### src/rtl/xbar_out_sched_pkg.sv
// Shared types and helpers for the crossbar output scheduler.
package xbar_out_sched_pkg;

  // Scheduler FSM states.
  typedef enum logic [1:0] {
    IDLE = 2'd0,
    CFG  = 2'd1,
    XFER = 2'd2
  } state_t;

  // LSB position of the select field, which occupies the top clog2(n_inputs)
  // bits of the control word.
  function automatic int sel_lsb(input int n_inputs, input int cw);
    return cw - $clog2(n_inputs);
  endfunction

endpackage

### src/rtl/xbar_out_sched_rr_pick.sv
// Cyclic first-set finder: the lowest index at or after rr_ptr (wrapping) whose
// req_val bit is set, plus a flag saying whether any bit was set at all.
module rr_pick #(
  parameter int N_INPUTS = 2,
  parameter int SEL_W    = $clog2(N_INPUTS)
) (
  input  logic [N_INPUTS-1:0] req_val,
  input  logic [SEL_W-1:0]    rr_ptr,
  output logic [SEL_W-1:0]    idx,
  output logic                found
);

  localparam logic [SEL_W:0] N_VAL = (SEL_W+1)'(N_INPUTS);

  logic [N_INPUTS-1:0] rot;
  logic [SEL_W-1:0]    off;
  logic [SEL_W:0]      sum;

  // Rotate so rot[0] is input rr_ptr, take the nearest set offset, map it back.
  always_comb begin
    rot   = N_INPUTS'({req_val, req_val} >> rr_ptr);
    found = |rot;
    off   = '0;
    for (int i = N_INPUTS - 1; i >= 0; i--) begin
      if (rot[i]) off = i[SEL_W-1:0];
    end
    sum = {1'b0, rr_ptr} + {1'b0, off};
    idx = (sum >= N_VAL) ? SEL_W'(sum - N_VAL) : sum[SEL_W-1:0];
  end

endmodule

### src/rtl/xbar_out_sched.sv
// Output-side scheduler for a one-output crossbar: round-robin picks an input,
// hands the crossbar a control word, then owns the output for up to MAX_BURST
// transfers or until the owner stops requesting.
//
// Handshake: the control word transfers on a cycle where control_val and
// control_rdy are both high; control_val stays high and control stays stable
// until that happens. fire marks one completed data transfer on the crossbar
// output (send_val & send_rdy) and is only meaningful while grant is non-zero.
module xbar_out_sched
  import xbar_out_sched_pkg::*;
#(
  parameter int N_INPUTS          = 2,
  parameter int CONTROL_BIT_WIDTH = 32,
  parameter int MAX_BURST         = 4
) (
  input  logic                               clk,
  input  logic                               reset,
  input  logic [N_INPUTS-1:0]                req_val,
  input  logic                               fire,
  output logic [CONTROL_BIT_WIDTH-1:0]       control,
  output logic                               control_val,
  input  logic                               control_rdy,
  output logic [N_INPUTS-1:0]                grant,
  output logic                               busy,
  output state_t                             dbg_state,
  output logic [$clog2(N_INPUTS)-1:0]        dbg_sel,
  output logic [$clog2(N_INPUTS)-1:0]        dbg_rr_ptr,
  output logic [$clog2(MAX_BURST+1)-1:0]     dbg_cnt
);

  localparam int                SEL_W    = $clog2(N_INPUTS);
  localparam int                CNT_W    = $clog2(MAX_BURST + 1);
  localparam int                SEL_LSB  = sel_lsb(N_INPUTS, CONTROL_BIT_WIDTH);
  localparam logic [SEL_W-1:0]  LAST_IDX = SEL_W'(N_INPUTS - 1);
  localparam logic [CNT_W-1:0]  LAST_CNT = CNT_W'(MAX_BURST - 1);

  state_t           state, state_n;
  logic [SEL_W-1:0] sel, sel_n;
  logic [SEL_W-1:0] rr_ptr, rr_ptr_n;
  logic [CNT_W-1:0] cnt, cnt_n;
  logic [SEL_W-1:0] pick_idx;
  logic             pick_found;
  logic             rel;

  rr_pick #(
    .N_INPUTS (N_INPUTS),
    .SEL_W    (SEL_W)
  ) u_rr_pick (
    .req_val (req_val),
    .rr_ptr  (rr_ptr),
    .idx     (pick_idx),
    .found   (pick_found)
  );

  // State, owner, round-robin pointer and burst counter registers.
  always_ff @(posedge clk or negedge reset) begin
    if (!reset) begin
      state  <= IDLE;
      sel    <= '0;
      rr_ptr <= '0;
      cnt    <= '0;
    end else begin
      state  <= state_n;
      sel    <= sel_n;
      rr_ptr <= rr_ptr_n;
      cnt    <= cnt_n;
    end
  end

  // Next-state logic: arbitrate in IDLE, wait for control acceptance in CFG,
  // count bursts and decide release in XFER.
  always_comb begin
    state_n  = state;
    sel_n    = sel;
    rr_ptr_n = rr_ptr;
    cnt_n    = cnt;
    rel      = 1'b0;
    case (state)
      IDLE: begin
        if (pick_found) begin
          sel_n   = pick_idx;
          state_n = CFG;
        end
      end
      CFG: begin
        // fire and req_val are deliberately ignored until the crossbar is set up.
        if (control_rdy) begin
          state_n = XFER;
          cnt_n   = '0;
        end
      end
      XFER: begin
        if (fire) begin
          // The final transfer of a full burst releases without advancing cnt,
          // so cnt tops out at MAX_BURST-1.
          if (cnt == LAST_CNT) begin
            rel = 1'b1;
          end else begin
            cnt_n = cnt + 1'b1;
            rel   = !req_val[sel];
          end
        end else begin
          rel = !req_val[sel];
        end
        if (rel) begin
          state_n  = IDLE;
          rr_ptr_n = (sel == LAST_IDX) ? '0 : sel + 1'b1;
        end
      end
      default: state_n = IDLE;
    endcase
  end

  // Outputs decoded from the registered state and owner only.
  always_comb begin
    control     = '0;
    control_val = 1'b0;
    grant       = '0;
    busy        = (state != IDLE);
    if (state == CFG) begin
      control[SEL_LSB +: SEL_W] = sel;
      control_val               = 1'b1;
    end
    if (state == XFER) grant[sel] = 1'b1;
  end

  assign dbg_state  = state;
  assign dbg_sel    = sel;
  assign dbg_rr_ptr = rr_ptr;
  assign dbg_cnt    = cnt;

endmodule

### config.mk
export PLATFORM = sky130hd
export DESIGN_NAME = xbar_out_sched
export DESIGN_NICKNAME = d
export VERILOG_FILES = /design/src/rtl/xbar_out_sched_pkg.sv /design/src/rtl/xbar_out_sched_rr_pick.sv /design/src/rtl/xbar_out_sched.sv
export SDC_FILE = /design/constraint.sdc
export NUM_CORES = 1
export LEC_CHECK = 0
export BUFFER_PORTS_ARGS = -buffer_cell sky130_fd_sc_hd__buf_4
export CAP_MARGIN = 5
export CORE_ASPECT_RATIO = 0.75
export CORE_MARGIN = 5
export CORE_UTILIZATION = 30
export DETAILED_ROUTE_END_ITERATION = 8
export PLACE_DENSITY = 0.59
export SLEW_MARGIN = 25
export SYNTH_ARGS = -nofsm -noshare
export SYNTH_HDL_FRONTEND = slang
export SYNTH_SLANG_ARGS = --single-unit
export TNS_END_PERCENT = 50
### constraint.sdc
create_clock -name clk -period 1.67 [get_ports clk]
set_input_delay 0.0835 -clock clk [delete_from_list [all_inputs] [get_ports clk]]
set_output_delay 0.0835 -clock clk [all_outputs]
set_load 0.05 [all_outputs]
# Word-level counts from Yosys, hierarchy flattened
# Index checks and enable logic that the tools add are counted.
[op_classes] addsub=4 magnitude_cmp=3 eq_ne=8 shifts=1 muxes=22 reduce_logical=10
[op_table] operator="1-bit two-way mux" n=12
[op_table] operator="3-bit two-way mux" n=3
[op_table] operator="2-bit two-way mux" n=4
[op_table] operator="2-bit != test (second input constant)" n=4
[op_table] operator="2-bit case mux with 3 select lines" n=1
[op_table] operator="3-bit case mux with 2 select lines" n=1
[op_table] operator="2-bit AND reduction" n=2
[op_table] operator="4-bit AND reduction" n=1
[op_table] operator="2-bit nonzero test" n=2
[op_table] operator="4-bit by 1-bit right shift with 2-bit output" n=1
[op_table] operator="3-bit by 1-bit adder with 3-bit output (second input constant)" n=1
[op_table] operator="3-bit by 2-bit == test with 1-bit output (second input constant)" n=1
[op_table] operator="3-bit AND reduction" n=1
[op_table] operator="1-bit by 1-bit adder with 2-bit output" n=1
[op_table] operator="2-bit by 1-bit == test with 1-bit output (second input constant)" n=1
[op_table] operator="2-bit == test (second input constant)" n=1
[op_table] operator="2-bit greater-or-equal comparator (second input constant)" n=1
[op_table] operator="2-bit logical NOT" n=1
[op_table] operator="1-bit by 2-bit < comparator with 1-bit output (second input constant)" n=1
[op_table] operator="2-bit by 1-bit != test with 1-bit output (second input constant)" n=1
[op_table] operator="2-bit OR reduction" n=1
[op_table] operator="1-bit adder (second input constant)" n=1
[op_table] operator="1-bit demux with 1-bit select" n=1
[op_table] operator="1-bit greater-or-equal comparator (second input constant)" n=1
[op_table] operator="3 further kinds" n=3
[word_totals] regBits=7 wordCells=52

# Longest topological paths before layout
[depth] word_depth=8 depth_mapped=5 mapped_depth_nobuf=5

# Hierarchy
# From an unflattened synthesis, not the netlist that was laid out.
[unflattened] cells_unflattened=76 hier_area_um2=654.4
[modules_own_cells] module="xbar_out_sched" instances=1 cells_per_inst=72 area_per_inst_um2=635.6
[modules_own_cells] module="rr_pick" instances=1 cells_per_inst=4 area_per_inst_um2=18.8

# Least setup slack after synthesis
# No wires, ideal clock.
[synth_timing] kind="reg-to-output" start="register state[0] (netlist: dbg_state[0])" end="output control[31]" arrival_time_ns=2.000 path_slack_ns=-0.413 stages_incl_launch_ff=3 n_path_buf=0 cell_sequence="dfrtp_1 -> inv_1 -> nor3_1"
[synth_between] elab_chain_len=2
[synth_rtl] item="start: declaration" line="xbar_out_sched.sv:37" source="state_t state, state_n;"
[synth_rtl] item="start signal: assignment" line="xbar_out_sched.sv:63" source="state <= state_n;"
[synth_rtl] item="2-bit by 1-bit == test with 1-bit output" line="xbar_out_sched.sv:120" source="if (state == CFG) begin"
[synth_rtl] item="1-bit two-way mux" line="xbar_out_sched.sv:120"
[synth_rtl] item="end: declaration" line="xbar_out_sched.sv:20" source="output logic [CONTROL_BIT_WIDTH-1:0] control,"
# No other way between the ends.

# Worst setup path in the final report
[layout_timing] start="register cnt[0] (netlist: dbg_cnt[0])" end="register cnt[0] (netlist: dbg_cnt[0])"
[layout_between] elab_chain_len=4 word_cells_on_any_way=7 classes_between="1 x add/sub; 2 x eq/ne; 3 x mux; 1 x reduce/logical"
[layout_rtl] item="start: declaration" line="xbar_out_sched.sv:40" source="logic [CNT_W-1:0] cnt, cnt_n;"
[layout_rtl] item="start signal: assignment" line="xbar_out_sched.sv:66" source="cnt <= cnt_n;"
[layout_rtl] item="3-bit by 1-bit adder with 3-bit output" line="xbar_out_sched.sv:99" source="cnt_n = cnt + 1'b1;"
[layout_rtl] item="3-bit two-way mux" line="xbar_out_sched.sv:96" source="if (cnt == LAST_CNT) begin"
[layout_rtl] item="3-bit two-way mux" line="xbar_out_sched.sv:93" source="if (fire) begin"
[layout_rtl] item="3-bit case mux with 2 select lines" line="xbar_out_sched.sv:78" source="case (state)"
# Several ways; a longest one is shown, not always the timed one. The select of a mux whose other input is x is not followed.
# A chain may end at the register's enable or synchronous reset.

==> impl_metrics.ini <==
[run_status]
outcome = completed

[route]
top_layer_used = met4
dr.pass1.iters = 4
wl_per_cell_um = 10.9
drt_iter0_drc = 8
wl_met3_um = 194
drt-total-wl_mm = 1.33
wl_met1_um = 440
drc = 0
num_vias = 500
via_per_inst = 4.10
ant_nets = 0
wl_met2_um = 673

[global_routing]
antenna_found_initial = 0
grt_start_max_net_pins = 10
grt_usage_pct = 8.46
grt_overflow = 0
grt_pass1_vias = 449
grt_pass1_wl_mm = 2.04

[cts]
h-tree-depth = 1
cts_buffers = 3
post-cts-setup-buffers = 0
clk_latency_ns = 0.26
clk_pin_slew_ns = 0.05
cts_tree = done
cts_buffer_depth = 2
clkSinkCount = 7
cts_root_buf = clkbuf_4

[setup_path]
worst_setup_path_start_kind = flip-flop
cp_cell_sequence = ha_1 -> ha_1 -> and3b_1 -> nor2_1 -> a211oi_1
crit_arrival_ns = 1.68
cp.required_ns = 1.82
cp_top_family = adder cells
path_class = reg -> reg
cp_max_fo = 5
max_stage_delay_ns = 0.42
slowest_stage = dfrtp_1
crit_top_cell = ha_1
cp.buffers_inverters = 0
worstSetupEndpointType = flip-flop

[die]
die-area_sq_um = 3170
rows = 14
fp.dieW_um = 63.4
core_sq_um = 2010
die_h_um = 50.0
start_util_pct = 31.8
io_pins = 49

[finish]
final_common_cell = conb_1
area_delta_synth_final_pct = 12.3
final_area_sq_um = 719
n_antenna_cell = 0
layout.nets = 107
drive_gt1_share_pct = 25.5
n_fill_cell = 218
final_cell_mix = conb_1, buf_4, nor2_1, dfrtp_1, inv_1

[pwr]
internal_power_mw = 0.662
swShare_pct = 61.8
power_frac_comb_pct = 69.2
power.density_nw_per_um2 = 2410
vdd_drop_max_mv = 0.972
p_clk_share_pct = 9.2
p_leak_nw = 0.384
power_switching_mw = 1.07
pwr-share-seq_pct = 21.6

[synth]
postSynth.asyncResetShare_pct = 100
seq_area_frac_synth_pct = 27.3
synth.avg_cell_area_sq_um = 8.32
yosysTopAreaCell = buf_4
synth_cell_types = 20
synth_edf_count = 0
synth_top_area_share_pct = 36.3
ys_seq_elements = 7
synth_ff_type = dfrtp_1
synth_cells = 77
syn-cell-area_sq_um = 641
synth_area_leaders = buf_4, dfrtp_1, a211oi_1
yosys_warnings = 0

[timing]
finClkSkew_ns = 0.00207
whs_ns = 0.0177
period_minus_slack_ns = 1.52
slew_violations = 0
fmax_mhz = 656
hold_viol = 0
setup_viol = 0
rsz0062_at_grt = false
fin_crit_sh_pct = 91.2

[placement]
dp_hpwl_mm = 1.11
place_congestion = 0.731
placed_cell_area_sq_um = 683
io_buffers = 17

[hold_path]
hold_class = in -> reg

[flow_run]
drv_cap = 0
## path summary, 6_finish.rpt
| path | startpoint | to | slack, ns | depth (start not counted) |
|---|---|---|---|---|
| max in group asynchronous | reset | dbg_cnt[0] | 1.36 | 2 |
| min in group asynchronous | reset | dbg_cnt[2] | 0.18 | 2 |
| max reg2reg | dbg_cnt[0] | dbg_cnt[0] | 0.15 | 5 |
| min reg2reg | dbg_state[0] | dbg_state[0] | 0.55 | 1 |
| max | dbg_cnt[0] | dbg_cnt[0] | 0.15 | 5 |
| min | control_rdy | dbg_state[0] | 0.02 | 2 |
## per-layer routing
layer | up-vias | track usage [%]
li1 | 234 | -
met1 | 230 | 7.59
met2 | 32 | 14.5
met3 | 4 | 5.68
met4 | 0 | 4.15
met5 | - | 0
## layout make-up
type	instances	area [sq um]	share of cell area (%)
clock buffer	4	26.3	3.65
inverter	5	18.8	2.61
multi-input combinational	64	332	46.1
sequential	7	175	24.3
tap	24	30.0	4.17
timing repair buffer	18	138	19.1
## worst register-to-register path: stages, from the launching register on
cell	delay, ns
dfrtp_1	0.42
ha_1	0.22
ha_1	0.22
and3b_1	0.27
nor2_1	0.05
a211oi_1	0.25
## cells by family (layout without fill, tap and decap cells)
group | after synthesis | count (layout) | share of synthesized area, %
buf+inv | 36 | 27 | 39.3
simple gates | 18 | 18 | 15.4
compound gates | 12 | 12 | 11.7
flops | 7 | 7 | 27.3
fa+ha+maj | 2 | 2 | 3.91
other cells | 1 | 31 | 0.585
mux | 1 | 1 | 1.76
## metrics by stage
stage          setup TNS, ns  worst slack (ns)  total power, mW  util (%)  std cells
3_3_place_gp               0             0.242             1.57      33.9        117
4_1_cts                    0             0.139             1.75      35.7        122
3_5_place_dp               0             0.163             1.59      33.9        117
5_1_grt                    0            0.0942             1.85      35.7        122
6_report                   0             0.147             1.73      35.7        122
2_1_floorplan       -0.00487          -0.00487             1.32         -        107
## Yosys cell counts (2+ instances only)
library cell and number:
nand3_1 2, inv_1 5, nand2_1 2, nor3_1 2, a211oi_1 4, a21oi_1 4, buf_4 31, nand2b_2 2
dfrtp_1 7, nor2_1 7, ha_1 2
## flip-flops by register name (all words and copies together), names as in the netlist
signal,flops
dbg_cnt,3
dbg_sel,1
dbg_rr_ptr,1
dbg_state,2
## what timing repair did
action | CTS | global route
hold endpoints to repair | 7 | 0
hold buffers | 1 | 0
gates resized for setup | 0 | 0
## power groups by stage
stage          registers [mW]  logic, mW  clock network, mW
2_1_floorplan           0.635      0.683                  0
3_3_place_gp            0.375       1.20                  0
3_5_place_dp            0.376       1.21                  0
4_1_cts                 0.375       1.21              0.167
5_1_grt                 0.393       1.28              0.179
6_report                0.375       1.20              0.160
(Power assumes the default switching activity.)
